===== config.mk =====
export PLATFORM = sky130hd
export DESIGN_NAME = kypd_scanner_flat
export DESIGN_NICKNAME = d
export VERILOG_FILES = /design/src/rtl/kypd_pkg.sv /design/src/rtl/kypd_scanner_if.sv /design/src/rtl/kypd_frame_debounce.sv /design/src/rtl/kypd_scanner.sv /design/src/flat_wrapper.sv
export SDC_FILE = /design/constraint.sdc
export NUM_CORES = 1
export LEC_CHECK = 0
export CAP_MARGIN = 20
export CORE_ASPECT_RATIO = 1.2
export CORE_MARGIN = 2
export CORE_UTILIZATION = 55
export DETAILED_ROUTE_END_ITERATION = 12
export DONT_BUFFER_PORTS = 1
export MAX_ROUTING_LAYER = met4
export PLACE_DENSITY = 0.68
export RECOVER_POWER = 25
export SLEW_MARGIN = 20
export SYNTH_ARGS = -nofsm -noshare
export SYNTH_HDL_FRONTEND = slang
export SYNTH_SLANG_ARGS = --single-unit

===== constraint.sdc =====
create_clock -name clk -period 7.9 [get_ports clk]
set_clock_uncertainty 0.05 [all_clocks]
set_input_delay 0.79 -clock clk [delete_from_list [all_inputs] [get_ports clk]]
set_output_delay 0.79 -clock clk [all_outputs]
set_load 0.05 [all_outputs]

===== src/rtl/kypd_pkg.sv =====
// kypd_pkg: shared constants and helpers for the 4x4 keypad scanner.
//   NUM_COLS / NUM_ROWS / NUM_KEYS : matrix geometry
//   KEYMAP                         : hex legend per key, index = col*4 + row
//   pop_class()                    : classify a snapshot as zero / one / many keys
//   onehot_to_index()              : bit position of a one-hot snapshot
package kypd_pkg;

    localparam int NUM_COLS = 4;
    localparam int NUM_ROWS = 4;
    localparam int NUM_KEYS = NUM_COLS * NUM_ROWS;

    typedef enum logic [1:0] {
        PC_ZERO = 2'd0,
        PC_ONE  = 2'd1,
        PC_MANY = 2'd2
    } pop_class_e;

    // Printed legend of the Pmod KYPD, column-major.
    localparam logic [3:0] KEYMAP [NUM_KEYS] = '{
        4'h1, 4'h4, 4'h7, 4'h0,
        4'h2, 4'h5, 4'h8, 4'hF,
        4'h3, 4'h6, 4'h9, 4'hE,
        4'hA, 4'hB, 4'hC, 4'hD
    };

    // v & (v-1) clears the lowest set bit; zero afterwards means a single bit.
    function automatic pop_class_e pop_class(input logic [NUM_KEYS-1:0] v);
        if (v == '0) begin
            return PC_ZERO;
        end
        if ((v & (v - 16'd1)) == '0) begin
            return PC_ONE;
        end
        return PC_MANY;
    endfunction

    function automatic logic [3:0] onehot_to_index(input logic [NUM_KEYS-1:0] v);
        logic [3:0] idx;
        idx = '0;
        for (int i = 0; i < NUM_KEYS; i++) begin
            if (v[i]) begin
                idx = idx | 4'(i);
            end
        end
        return idx;
    endfunction

endpackage


===== src/rtl/kypd_scanner_if.sv =====
// kypd_scanner_if: keypad pins plus the decoded key outputs.
//   col_n     : column drive, active-low, one bit low at a time
//   row_n     : raw row inputs, active-low, asynchronous
//   key_code  : hex value of the last single-key press
//   key_valid : one-cycle strobe, key_code is new on that same cycle
//   key_down  : committed snapshot has any key pressed
//   multi_key : committed snapshot has more than one key pressed
//   snapshot  : committed key state, bit = col*4 + row, 1 = pressed
// key_valid is a pure strobe with no ready: the consumer must capture
// key_code on the cycle key_valid is high; there is no back-pressure.
interface kypd_scanner_if;
    import kypd_pkg::*;

    logic [NUM_COLS-1:0] col_n;
    logic [NUM_ROWS-1:0] row_n;
    logic [3:0]          key_code;
    logic                key_valid;
    logic                key_down;
    logic                multi_key;
    logic [NUM_KEYS-1:0] snapshot;

    modport master (
        output col_n, key_code, key_valid, key_down, multi_key, snapshot,
        input  row_n
    );

    modport slave (
        input  col_n, key_code, key_valid, key_down, multi_key, snapshot,
        output row_n
    );

endinterface


===== src/rtl/kypd_frame_debounce.sv =====
// kypd_frame_debounce: whole-keypad debouncer working on complete frames.
//   clk, reset  : clock and synchronous active-high reset
//   frame_i     : assembled 16-bit keypad frame (valid when frame_end_i)
//   frame_end_i : one cycle per frame, on the last column's sample cycle
//   commit_o    : high on the frame-end cycle that commits a new snapshot
//   snapshot_o  : committed snapshot; still holds the old value while
//                 commit_o is high and takes the new one on the next cycle
module kypd_frame_debounce
    import kypd_pkg::*;
#(
    parameter int DEBOUNCE_FRAMES = 4
) (
    input  logic                clk,
    input  logic                reset,
    input  logic [NUM_KEYS-1:0] frame_i,
    input  logic                frame_end_i,
    output logic                commit_o,
    output logic [NUM_KEYS-1:0] snapshot_o
);

    localparam logic [3:0] TARGET = 4'(DEBOUNCE_FRAMES);

    logic [NUM_KEYS-1:0] prev_q, prev_d;
    logic [NUM_KEYS-1:0] snap_q, snap_d;
    logic [3:0]          cnt_q, cnt_d;
    logic                same;
    logic                commit;

    assign same = (frame_i == prev_q);

    // Commit only on the step into TARGET, so a saturated count never re-commits.
    assign commit = frame_end_i && same && (cnt_q == TARGET - 4'd1) &&
                    (frame_i != snap_q);

    always_comb begin
        prev_d = prev_q;
        cnt_d  = cnt_q;
        snap_d = snap_q;
        if (frame_end_i) begin
            prev_d = frame_i;
            if (!same) begin
                cnt_d = '0;
            end else if (cnt_q < TARGET) begin
                cnt_d = cnt_q + 4'd1;
            end
        end
        if (commit) begin
            snap_d = frame_i;
        end
    end

    always_ff @(posedge clk) begin
        if (reset) begin
            prev_q <= '0;
            cnt_q  <= '0;
            snap_q <= '0;
        end else begin
            prev_q <= prev_d;
            cnt_q  <= cnt_d;
            snap_q <= snap_d;
        end
    end

    assign commit_o   = commit;
    assign snapshot_o = snap_q;

endmodule


===== src/rtl/kypd_scanner.sv =====
// kypd_scanner: 4x4 matrix keypad scanner with frame debounce.
//   clk, reset : clock and synchronous active-high reset
//   bus        : kypd_scanner_if.master (col_n/row_n pins, key_code,
//                key_valid, key_down, multi_key, snapshot)
// Each column is driven low for SCAN_DIV cycles; its rows are sampled on the
// last cycle of that window. Four columns make a frame, which is handed to
// the debouncer. A committed change from no keys to exactly one key emits a
// key_valid strobe with the mapped hex code.
module kypd_scanner
    import kypd_pkg::*;
#(
    parameter int SCAN_DIV        = 25000,
    parameter int DEBOUNCE_FRAMES = 4
) (
    input  logic           clk,
    input  logic           reset,
    kypd_scanner_if.master bus
);

    localparam int             DW         = (SCAN_DIV > 1) ? $clog2(SCAN_DIV) : 1;
    localparam logic [DW-1:0]  DWELL_LAST = DW'(SCAN_DIV - 1);

    logic [NUM_ROWS-1:0] row_meta_q, row_sync_q;
    logic [NUM_ROWS-1:0] rows;
    logic [DW-1:0]       dwell_q, dwell_d;
    logic [1:0]          col_q, col_d;
    logic [NUM_COLS-1:0] col_n_q, col_n_d;
    logic [NUM_KEYS-1:0] frame_q, frame_d, frame_now;
    logic [3:0]          key_code_q, key_code_d;
    logic                key_valid_q, key_valid_d;
    logic                key_down_q, key_down_d;
    logic                multi_q, multi_d;
    logic                sample, frame_end;
    logic                commit;
    logic [NUM_KEYS-1:0] snapshot;

    assign rows      = ~row_sync_q;
    assign sample    = (dwell_q == DWELL_LAST);
    assign frame_end = sample && (col_q == 2'd3);

    // Frame as it looks with the current column's rows merged in, so the
    // frame-end comparison already sees column 3.
    always_comb begin
        frame_now = frame_q;
        frame_now[{col_q, 2'b00} +: NUM_ROWS] = rows;
    end

    always_comb begin
        dwell_d = dwell_q + DW'(1);
        col_d   = col_q;
        col_n_d = col_n_q;
        frame_d = frame_q;
        if (sample) begin
            dwell_d = '0;
            col_d   = col_q + 2'd1;
            col_n_d = {col_n_q[NUM_COLS-2:0], col_n_q[NUM_COLS-1]};
            frame_d = frame_now;
        end
    end

    kypd_frame_debounce #(
        .DEBOUNCE_FRAMES (DEBOUNCE_FRAMES)
    ) u_debounce (
        .clk         (clk),
        .reset       (reset),
        .frame_i     (frame_now),
        .frame_end_i (frame_end),
        .commit_o    (commit),
        .snapshot_o  (snapshot)
    );

    // Only a fresh single press (old snapshot empty) is an event; releases,
    // added keys and chords update the snapshot silently.
    always_comb begin
        key_valid_d = 1'b0;
        key_code_d  = key_code_q;
        if (commit && (pop_class(frame_now) == PC_ONE) &&
            (pop_class(snapshot) == PC_ZERO)) begin
            key_valid_d = 1'b1;
            key_code_d  = KEYMAP[onehot_to_index(frame_now)];
        end
        key_down_d = |snapshot;
        multi_d    = (pop_class(snapshot) == PC_MANY);
    end

    always_ff @(posedge clk) begin
        if (reset) begin
            row_meta_q  <= '1;
            row_sync_q  <= '1;
            dwell_q     <= '0;
            col_q       <= '0;
            col_n_q     <= 4'b1110;
            frame_q     <= '0;
            key_code_q  <= '0;
            key_valid_q <= 1'b0;
            key_down_q  <= 1'b0;
            multi_q     <= 1'b0;
        end else begin
            row_meta_q  <= bus.row_n;
            row_sync_q  <= row_meta_q;
            dwell_q     <= dwell_d;
            col_q       <= col_d;
            col_n_q     <= col_n_d;
            frame_q     <= frame_d;
            key_code_q  <= key_code_d;
            key_valid_q <= key_valid_d;
            key_down_q  <= key_down_d;
            multi_q     <= multi_d;
        end
    end

    assign bus.col_n     = col_n_q;
    assign bus.key_code  = key_code_q;
    assign bus.key_valid = key_valid_q;
    assign bus.key_down  = key_down_q;
    assign bus.multi_key = multi_q;
    assign bus.snapshot  = snapshot;

endmodule


===== src/flat_wrapper.sv =====
// flat-port wrapper written by rule: the top's interface ports become plain ports
module kypd_scanner_flat import kypd_pkg::*;
#(
    parameter int SCAN_DIV        = 25000,
    parameter int DEBOUNCE_FRAMES = 4
)
  (clk, reset, bus_col_n, bus_key_code, bus_key_valid, bus_key_down, bus_multi_key, bus_snapshot, bus_row_n);
  kypd_scanner_if bus_i ();
  input  logic clk;
  input  logic reset;
  output wire logic [$bits(bus_i.col_n)-1:0] bus_col_n;
  output wire logic [$bits(bus_i.key_code)-1:0] bus_key_code;
  output wire logic [$bits(bus_i.key_valid)-1:0] bus_key_valid;
  output wire logic [$bits(bus_i.key_down)-1:0] bus_key_down;
  output wire logic [$bits(bus_i.multi_key)-1:0] bus_multi_key;
  output wire logic [$bits(bus_i.snapshot)-1:0] bus_snapshot;
  input wire logic [$bits(bus_i.row_n)-1:0] bus_row_n;
  assign bus_col_n = bus_i.col_n;
  assign bus_key_code = bus_i.key_code;
  assign bus_key_valid = bus_i.key_valid;
  assign bus_key_down = bus_i.key_down;
  assign bus_multi_key = bus_i.multi_key;
  assign bus_snapshot = bus_i.snapshot;
  assign bus_i.row_n = bus_row_n;
  kypd_scanner #(.SCAN_DIV(SCAN_DIV), .DEBOUNCE_FRAMES(DEBOUNCE_FRAMES)) u_core (.clk(clk), .reset(reset), .bus(bus_i));
endmodule

=== Yosys cells after proc, flatten, opt, wreduce, memory -nomap -nowiden ===
Memory sizes are Yosys's and may differ from the RTL's. A register that Yosys moved wholly into a read port is not among the register bits.
Index checks and enable logic that the tools add are counted.

* Bits in registers: 84
* Memories: 1
* Output and inout bits: 27
* Word-level logic and storage cells: 82
* Bits in read-only memories: 64
* Input bits: 6

* Shifts and indexed selects: 2
* Add/sub/neg operators: 6
* Bitwise gates (word level): 4
* Order comparisons: 1
* Muxes and demuxes: 34
* Equal/unequal tests: 8
* Reductions and logical operators: 14

{| class="wikitable"
|+ Memory list
! memory !! words !! bits a word !! read ports !! clocked after Yosys merged registers in !! write ports !! RTL line !! source
|-
| (no name shown) || 16 || 4 || 1 || 1 || 0 || kypd_scanner.sv:80 || <nowiki>key_code_d = KEYMAP[onehot_to_index(frame_now)];</nowiki>
|}

{| class="wikitable"
|+ Operators by type and width
! operator !! number
|-
| zero test 16 bit || 4
|-
| 2-to-1 mux 4 bit || 11
|-
| AND 16 bit || 2
|-
| subtractor 16 x 1 -> 16 bit, second input constant || 2
|-
| 2-to-1 mux 2 bit || 10
|-
| bitwise mux 16 bit || 1
|-
| == test 16 bit || 1
|-
| inequality test 16 bit || 1
|-
| OR reduction 16 bit || 1
|-
| variable shift 4 x 6 -> 16 bit, first input constant || 1
|-
| variable part select 4 x 6 -> 16 bit || 1
|-
| adder 15 x 1 -> 15 bit, second input constant || 1
|-
| == test 15 bit, second input constant || 1
|-
| 2-to-1 mux 3 bit || 4
|-
| 2-to-1 mux 1 bit || 8
|-
| logical AND 1 bit || 6
|-
| negation 4 -> 6 bit || 1
|-
| NOT 4 -> 5 bit || 1
|-
| adder 4 x 1 -> 4 bit, second input constant || 1
|-
| == test 2 bit, second input constant || 2
|-
| == test 4 x 2 -> 1 bit, second input constant || 1
|-
| less-than comparator 4 x 3 -> 1 bit, second input constant || 1
|-
| NOT 4 bit || 1
|-
| adder 2 x 1 -> 2 bit, second input constant || 1
|-
| other kinds (5) || 5
|}

=== Depth between registers and ports, before layout ===
Gate-level depths: netlist of the first run.

* Word-level depth: 20
* Mapped depth: 16

=== Cells and area by module ===
From an unflattened synthesis of the first run, not the netlist that was laid out.

* Cells, all modules: 543
* Area total of the unflattened synthesis: 4772.1 µm²

{| class="wikitable"
|+ Modules (own cells, without submodules)
! module !! area each (µm²) !! instances !! cells each
|-
| kypd_scanner || 2922.8 || 1 || 351
|-
| kypd_frame_debounce || 1849.3 || 1 || 192
|}

=== Least setup slack after synthesis of the first run ===
Ideal clock, no wire load.

* Path kind: register to register
* Start: reg u_core.col_q[0]
* End: reg u_core.key_code_q[3], in the netlist u_core.bus.key_code[3]
* Stages on the path, launching flop included: 13
* Period minus slack after synthesis: 3.083 ns
* Data arrival time: 2.945 ns
* Buffers on the path: 2
* Data required time: 7.762 ns
* Path slack: 4.817 ns
* Path through: dfxtp_1 inv_1 ha_1 or3b_1 buf_6 o32ai_4 xnor2_1 nand4_1 nor4_2 o211a_1 buf_6 a21oi_2 a311oi_2

* Word-level cells in the longest chain between the ends: 20

{| class="wikitable"
|+ Ends and longest elaborated chain
! element !! RTL line !! source
|-
| start: declaration || kypd_scanner.sv:26 || <nowiki>logic [1:0] col_q, col_d;</nowiki>
|-
| start signal: assignment || kypd_scanner.sv:102 || <nowiki>col_q <= col_d;</nowiki>
|-
| parallel branches: the longest is 20 deep, another holds subtractor 16 x 1 -> 16 bit || - ||
|-
| end: declaration || kypd_scanner.sv:29 || <nowiki>logic [3:0] key_code_q, key_code_d;</nowiki>
|}

Several ways; the timed one is not identified. The select of a mux whose other input is x is not followed.
A chain may end at the register's enable or synchronous reset.

=== Worst setup path after layout of the first run ===
* Start: reg u_core.col_q[0]
* End: reg u_core.key_code_q[1], in the netlist u_core.bus.key_code[1]

Same word-level chain as after synthesis.

==> impl_metrics.json, run 1 <==
{
  "power_switching_mw": 0.184,
  "cts-root-buf": "clkbuf_8",
  "worstPathArrival_ns": 4.27,
  "p_clk_frac": 0.421,
  "ios": 33,
  "die_w_microns": 88.6,
  "synthSimpleGateAreaFrac": 0.263,
  "drt_iter0_drc": 293,
  "multi_input_area_sq_um": 2680,
  "worstHoldPathType": "reg2reg",
  "synth_nets": 588,
  "synth_edf_count": 0,
  "tightest_slew_ns": 0.862,
  "synth_xor_xnor_area_share": 0.0853,
  "required_ns": 8.16,
  "netlist_area_sq_um": 4720,
  "first_pass_iters": 5,
  "clock_latency_ns": 0.38,
  "grt_max_degree": 72,
  "synth-seq-cells": 88,
  "vias": 4005,
  "numCtsBuffers": 9,
  "port_buffers": 0,
  "rsz0062_at_grt": "false",
  "overflow": 0,
  "grt_first_pass_wirelength_microns": 18800,
  "cts_resized": 0,
  "p_seq_frac": 0.544,
  "drive_above_1_share": 0.0856,
  "yosys.area_share.adder": 0.0366,
  "pre_cts_ws_ns": 3.93,
  "final_antenna_net_count": 0,
  "seq_area_frac_synth": 0.373,
  "tns_ns": 0,
  "status": "complete, no violations",
  "r2r_start": "u_core.col_q[0]",
  "slew_violations": 0,
  "r2r_slack_ns": 3.89,
  "worst_slack_ns": 3.89,
  "async_flop_share": 0,
  "hold_start": "u_core.row_meta_q[3]",
  "rows": 37,
  "period_needed_ns": 4.01,
  "postCtsSetupBuffers": 0,
  "cts_tree": "built",
  "ys_types": 61,
  "syn_to_final_growth_pct": 4.82,
  "syn_avg_cell_area_sq_um": 8.24,
  "antenna_found_initial": 0,
  "end_kind": "flip-flop",
  "synth_top_flop_cell": "dfxtp_1",
  "p_leak_nw": 1.69,
  "power_density_nw_per_um2": 168,
  "final_common_cell": "dfxtp_1",
  "switching_share": 0.222,
  "vias_per_cell": 5.91,
  "synth_cells": 573,
  "regArea_sq_um": 1760,
  "hold_end": "u_core.row_sync_q[3]",
  "n_fill_cell": 786,
  "die_h_microns": 105,
  "core_area_sq_um": 8470,
  "routed_wl_microns": 11500,
  "htreeDepth": 3,
  "max_freq_mhz": 250,
  "start_util": 0.557,
  "antenna_cells": 0,
  "track_usage": 0.266,
  "synth-compound-area-share": 0.183,
  "cts_hold_buf": 0,
  "muxShareOfSynthArea": 0.00212,
  "die_area_sq_um": 9340,
  "finalSetupViolCount": 0,
  "p_int_mw": 0.645,
  "routabilityCongestion": 0.975,
  "worstPathMaxFanout": 20,
  "worst-setup-path-type": "reg2reg",
  "finalHoldViolations": 0,
  "slew_headroom": 0.424,
  "maxCapViolations": 0,
  "dpl.hpwl_microns": 8260,
  "final_cell_mix": "dfxtp_1 (88), nor2_1 (71), nand2_1 (71)",
  "whs_path_depth": 1,
  "crit_path_start": "u_core.col_q[0]",
  "combPwrFrac": 0.035,
  "cts.sinks": 88,
  "ys.warnings.count": 0,
  "drc_errors": 0,
  "clockBufferDepth": 2,
  "worst-r2r-cell-count": 10,
  "final_nets": 571,
  "timing.rr.end": "u_core.bus.key_code[1]",
  "wl_per_cell_microns": 16.9,
  "period_share": 0.507,
  "cp-start-kind": "flip-flop",
  "synth_top_family_by_area": "simple AND/OR/NAND/NOR gates",
  "ir_drop_mv": 0.122,
  "clkTransAtPathRegs_ns": 0.09,
  "first_global_vias": 3917
}
==> power by group through the flow <==
stage	Combinational, mW	Sequential [mW]	Clock, mW
after floorplan	0.0291	0.459	0
after global placement	0.0279	0.461	0
after detailed placement	0.0289	0.461	0
after CTS	0.0291	0.451	0.355
after global routing	0.0324	0.451	0.370
final	0.0291	0.451	0.349
==> flip-flops by register name (all words and copies together) (netlist names), 2 cells and up <==
signal                        cells
u_core.bus.col_n                  4
u_core.col_q                      2
u_core.u_debounce.cnt_q           4
u_core.u_debounce.snapshot_o     16
u_core.frame_q                   16
u_core.row_sync_q                 4
u_core.row_meta_q                 4
u_core.bus.key_code               4
u_core.u_debounce.prev_q         16
u_core.dwell_q                   15
==> worst max-delay path, cell delays in order, from the launching register on <==
cell and delay [ns]:
dfxtp_1 0.48, inv_1 0.13, ha_1 0.39, or3b_1 0.65, o32ai_4 0.52, xnor2_1 0.17
nand4_1 0.12, nor4_2 0.40, o211a_1 0.64, o2111ai_1 0.21, a21oi_1 0.18
==> worst max-delay path by stage <==
stage / to / slack [ns] / cells after the start
detailed placement: u_core.bus.key_code[1] / 3.93 / 10
CTS: u_core.bus.key_code[1] / 3.90 / 10
global route: u_core.u_debounce.snapshot_o[15] / 3.57 / 11
finish: u_core.bus.key_code[1] / 3.89 / 10
floorplan: u_core.bus.key_code[3] / 4.82 / 12
global placement: u_core.bus.key_code[1] / 4.02 / 10
==> routing by layer <==
metal	routed length (microns)	GRT usage	up-vias
met5	0	-	-
met2	5640	0.426	116
li1	-	-	1963
met4	418	0.140	0
met1	4950	0.317	1897
met3	481	0.0439	29
==> stage by stage <==
| step | power [mW] | util | hold slack (ns) | instances | cell area [sq um] |
|---|---|---|---|---|---|
| 6_report | 0.829 | 0.584 | 0.362 | 678 | 4950 |
| 5_1_grt | 0.854 | 0.584 | 0.375 | 678 | 4950 |
| 2_1_floorplan | 0.488 | - | 0.339 | 573 | 4720 |
| 3_5_place_dp | 0.490 | 0.560 | 0.345 | 662 | 4740 |
| 4_1_cts | 0.835 | 0.586 | 0.363 | 678 | 4960 |
| 3_3_place_gp | 0.489 | 0.560 | 0.341 | 662 | 4740 |
==> cell families after synthesis <==
logic type	Yosys count
compound gates	112
simple gates	250
mux	1
fa+ha+maj	15
flops	88
buf+inv	61
xor+xnor	46
==> area by class of cell <==
type | count | share of cell area
multi-input combinational | 424 | 0.541
sequential | 88 | 0.356
tap | 117 | 0.0296
clock buffer | 11 | 0.0286
inverter | 28 | 0.0212
clock inverter | 5 | 0.0162
timing repair buffer | 5 | 0.00759
==> Yosys cell counts (4+ instances only) <==
library cell | instances | area, sq um
dfxtp_1 | 88 | 1760
nand2_1 | 71 | 267
nor2_1 | 71 | 267
a21oi_1 | 39 | 195
nor3_1 | 29 | 145
inv_1 | 28 | 105
xnor2_1 | 24 | 210
xor2_1 | 22 | 193
clkbuf_1 | 18 | 67.6
nand3_1 | 12 | 60.1
o21ai_0 | 12 | 60.1
o22ai_1 | 12 | 75.1
or2_2 | 10 | 62.6
a211oi_1 | 9 | 67.6
buf_2 | 9 | 45.0
ha_1 | 9 | 113
or3_1 | 9 | 56.3
nor4_1 | 7 | 43.8
maj3_1 | 6 | 60.1
nand3b_1 | 6 | 45.0
nand4_1 | 6 | 37.5
o32ai_4 | 5 | 138
and4_1 | 4 | 35.0
o2111ai_1 | 4 | 35.0
Power figures use the tool's default switching activity.
==> run 2, diff against run 1 <==
==> constraint.sdc (replaced) <==
create_clock -name clk -period 4 [get_ports clk]
set_clock_uncertainty 0.05 [all_clocks]
set_input_delay 0.4 -clock clk [delete_from_list [all_inputs] [get_ports clk]]
set_output_delay 0.4 -clock clk [all_outputs]
set_load 0.05 [all_outputs]
==> run 2 against run 1 <==
Power is 96% higher. Clock-buffer cell count fell by 2. Sequential power rose by 97%. Combinational power up 96%.
==> impl_metrics.json, run 2 (synthesis gave the netlist of run 1 again) <==
{
  "clock_latency_ns": 0.37,
  "ios": 33,
  "power_density_nw_per_um2": 322,
  "start_util": 0.557,
  "cts_hold_buf": 0,
  "cts.sinks": 88,
  "vias": 4010,
  "vias_per_cell": 5.84,
  "overflow": 0,
  "routed_wl_microns": 11200,
  "final_antenna_net_count": 0,
  "finalSetupViolCount": 0,
  "postCtsSetupBuffers": 0,
  "die_w_microns": 88.6,
  "antenna_cells": 0,
  "antenna_found_initial": 0,
  "cts_tree": "built",
  "grt_first_pass_wirelength_microns": 18700,
  "die_h_microns": 105,
  "p_leak_nw": 1.75,
  "max_freq_mhz": 268,
  "worstHoldPathType": "in2reg",
  "htreeDepth": 3,
  "drive_above_1_share": 0.105,
  "final_cell_mix": "dfxtp_1 (88), nor2_1 (71), nand2_1 (71)",
  "wl_per_cell_microns": 16.3,
  "rows": 37,
  "core_area_sq_um": 8470,
  "worstPathArrival_ns": 3.96,
  "cts-root-buf": "clkbuf_8",
  "finalHoldViolations": 0,
  "clkTransAtPathRegs_ns": 0.08,
  "period_needed_ns": 3.73,
  "final_area_sq_um": 5030,
  "period_share": 0.932,
  "fin_cells": 687,
  "final_nets": 580,
  "syn_to_final_growth_pct": 6.55,
  "cts_resized": 0,
  "cp-start-kind": "flip-flop",
  "worst-setup-path-type": "reg2reg",
  "post-route-util": 0.594,
  "slew_headroom": 0.438,
  "status": "complete, no violations",
  "drc_errors": 0,
  "grt-busiest-layer": "met2",
  "track_usage": 0.261,
  "worstPathMaxFanout": 20,
  "grt_max_degree": 72,
  "tightest_slew_ns": 0.841,
  "use_met3": 0.0501,
  "required_ns": 4.23,
  "tns_ns": 0,
  "slew_violations": 0,
  "first_global_vias": 3953,
  "use_met2": 0.433,
  "first_pass_iters": 4,
  "final_common_cell": "dfxtp_1",
  "port_buffers": 0,
  "worst-r2r-cell-count": 11,
  "ir_drop_mv": 0.243,
  "routabilityCongestion": 0.909,
  "clockBufferDepth": 2,
  "whs_path_depth": 1,
  "globalRouteMet1Util": 0.308,
  "drt_iter0_drc": 260,
  "end_kind": "flip-flop",
  "post_dp_cell_area_sq_um": 4810,
  "maxCapViolations": 0,
  "numCtsBuffers": 9,
  "dp.cells": 671,
  "die_area_sq_um": 9340,
  "dpl.hpwl_microns": 7940,
  "rsz0062_at_grt": "false"
}
## run 2: cell count changes in the layout (fill, tap and decap cells not counted)
| cell | before | now |
|---|---|---|
| nor4_1 | 8 | 7 |
| or2_0 | 1 | 0 |
| or2_2 | 9 | 10 |
| clkbuf_1 | 1 | 0 |
| clkinvlp_4 | 2 | 3 |
| clkbuf_8 | 10 | 9 |
| clkinv_4 | 0 | 1 |
| buf_4 | 5 | 14 |
| nor4_4 | 0 | 1 |
## run 2: worst max-delay path, cell delays in order, from the launching register on
cell and delay [ns]:
dfxtp_1 0.47, inv_1 0.13, ha_1 0.36, or3b_1 0.59, o32ai_4 0.58, xnor2_1 0.18, nand4_1 0.12, nor4_2 0.38
o211a_1 0.21, buf_4 0.24, a21oi_2 0.08, a311oi_2 0.25
## run 2: cell type report
type                            instances  area [sq um]
Clock inverter                          7          96.3
Fill cell                             777          3440
Inverter                               28           105
Timing Repair Buffer                   14           105
Tap cell                              117           146
Clock buffer                            9           124
Sequential cell                        88          1760
Multi-Input combinational cell        424          2690
## run 2: report_power, final
group,switching (mW),internal (mW)
registers,0.00834,0.881
logic,0.0327,0.0242
clock network,0.324,0.351
total,0.365,1.26
## run 2: path summary, 6_finish.rpt
kind,slack (ns),startpoint,end
hold / removal,0.04,reset,u_core.u_debounce.prev_q[14]
setup / recovery,0.27,u_core.col_q[0],u_core.bus.key_code[3]
hold reg to reg,0.36,u_core.row_meta_q[2],u_core.row_sync_q[2]
setup reg to reg,0.27,u_core.col_q[0],u_core.bus.key_code[3]
## run 2: metrics by stage
step / hold slack [ns] / power (mW) / worst slack, ns
finish: 0.0442 / 1.62 / 0.271
global route: 0.0274 / 1.68 / 0.0532
CTS: 0.0264 / 1.64 / 0.289
global placement: 0.341 / 0.965 / 0.447
detailed placement: 0.343 / 0.967 / 0.316
floorplan: 0.339 / 0.963 / 0.917
## run 2: layer usage
layer | vias to the layer above | wire [microns]
met2 | 107 | 5570
met1 | 1892 | 4820
li1 | 1991 | -
met3 | 20 | 597
met4 | 0 | 242
met5 | - | 0
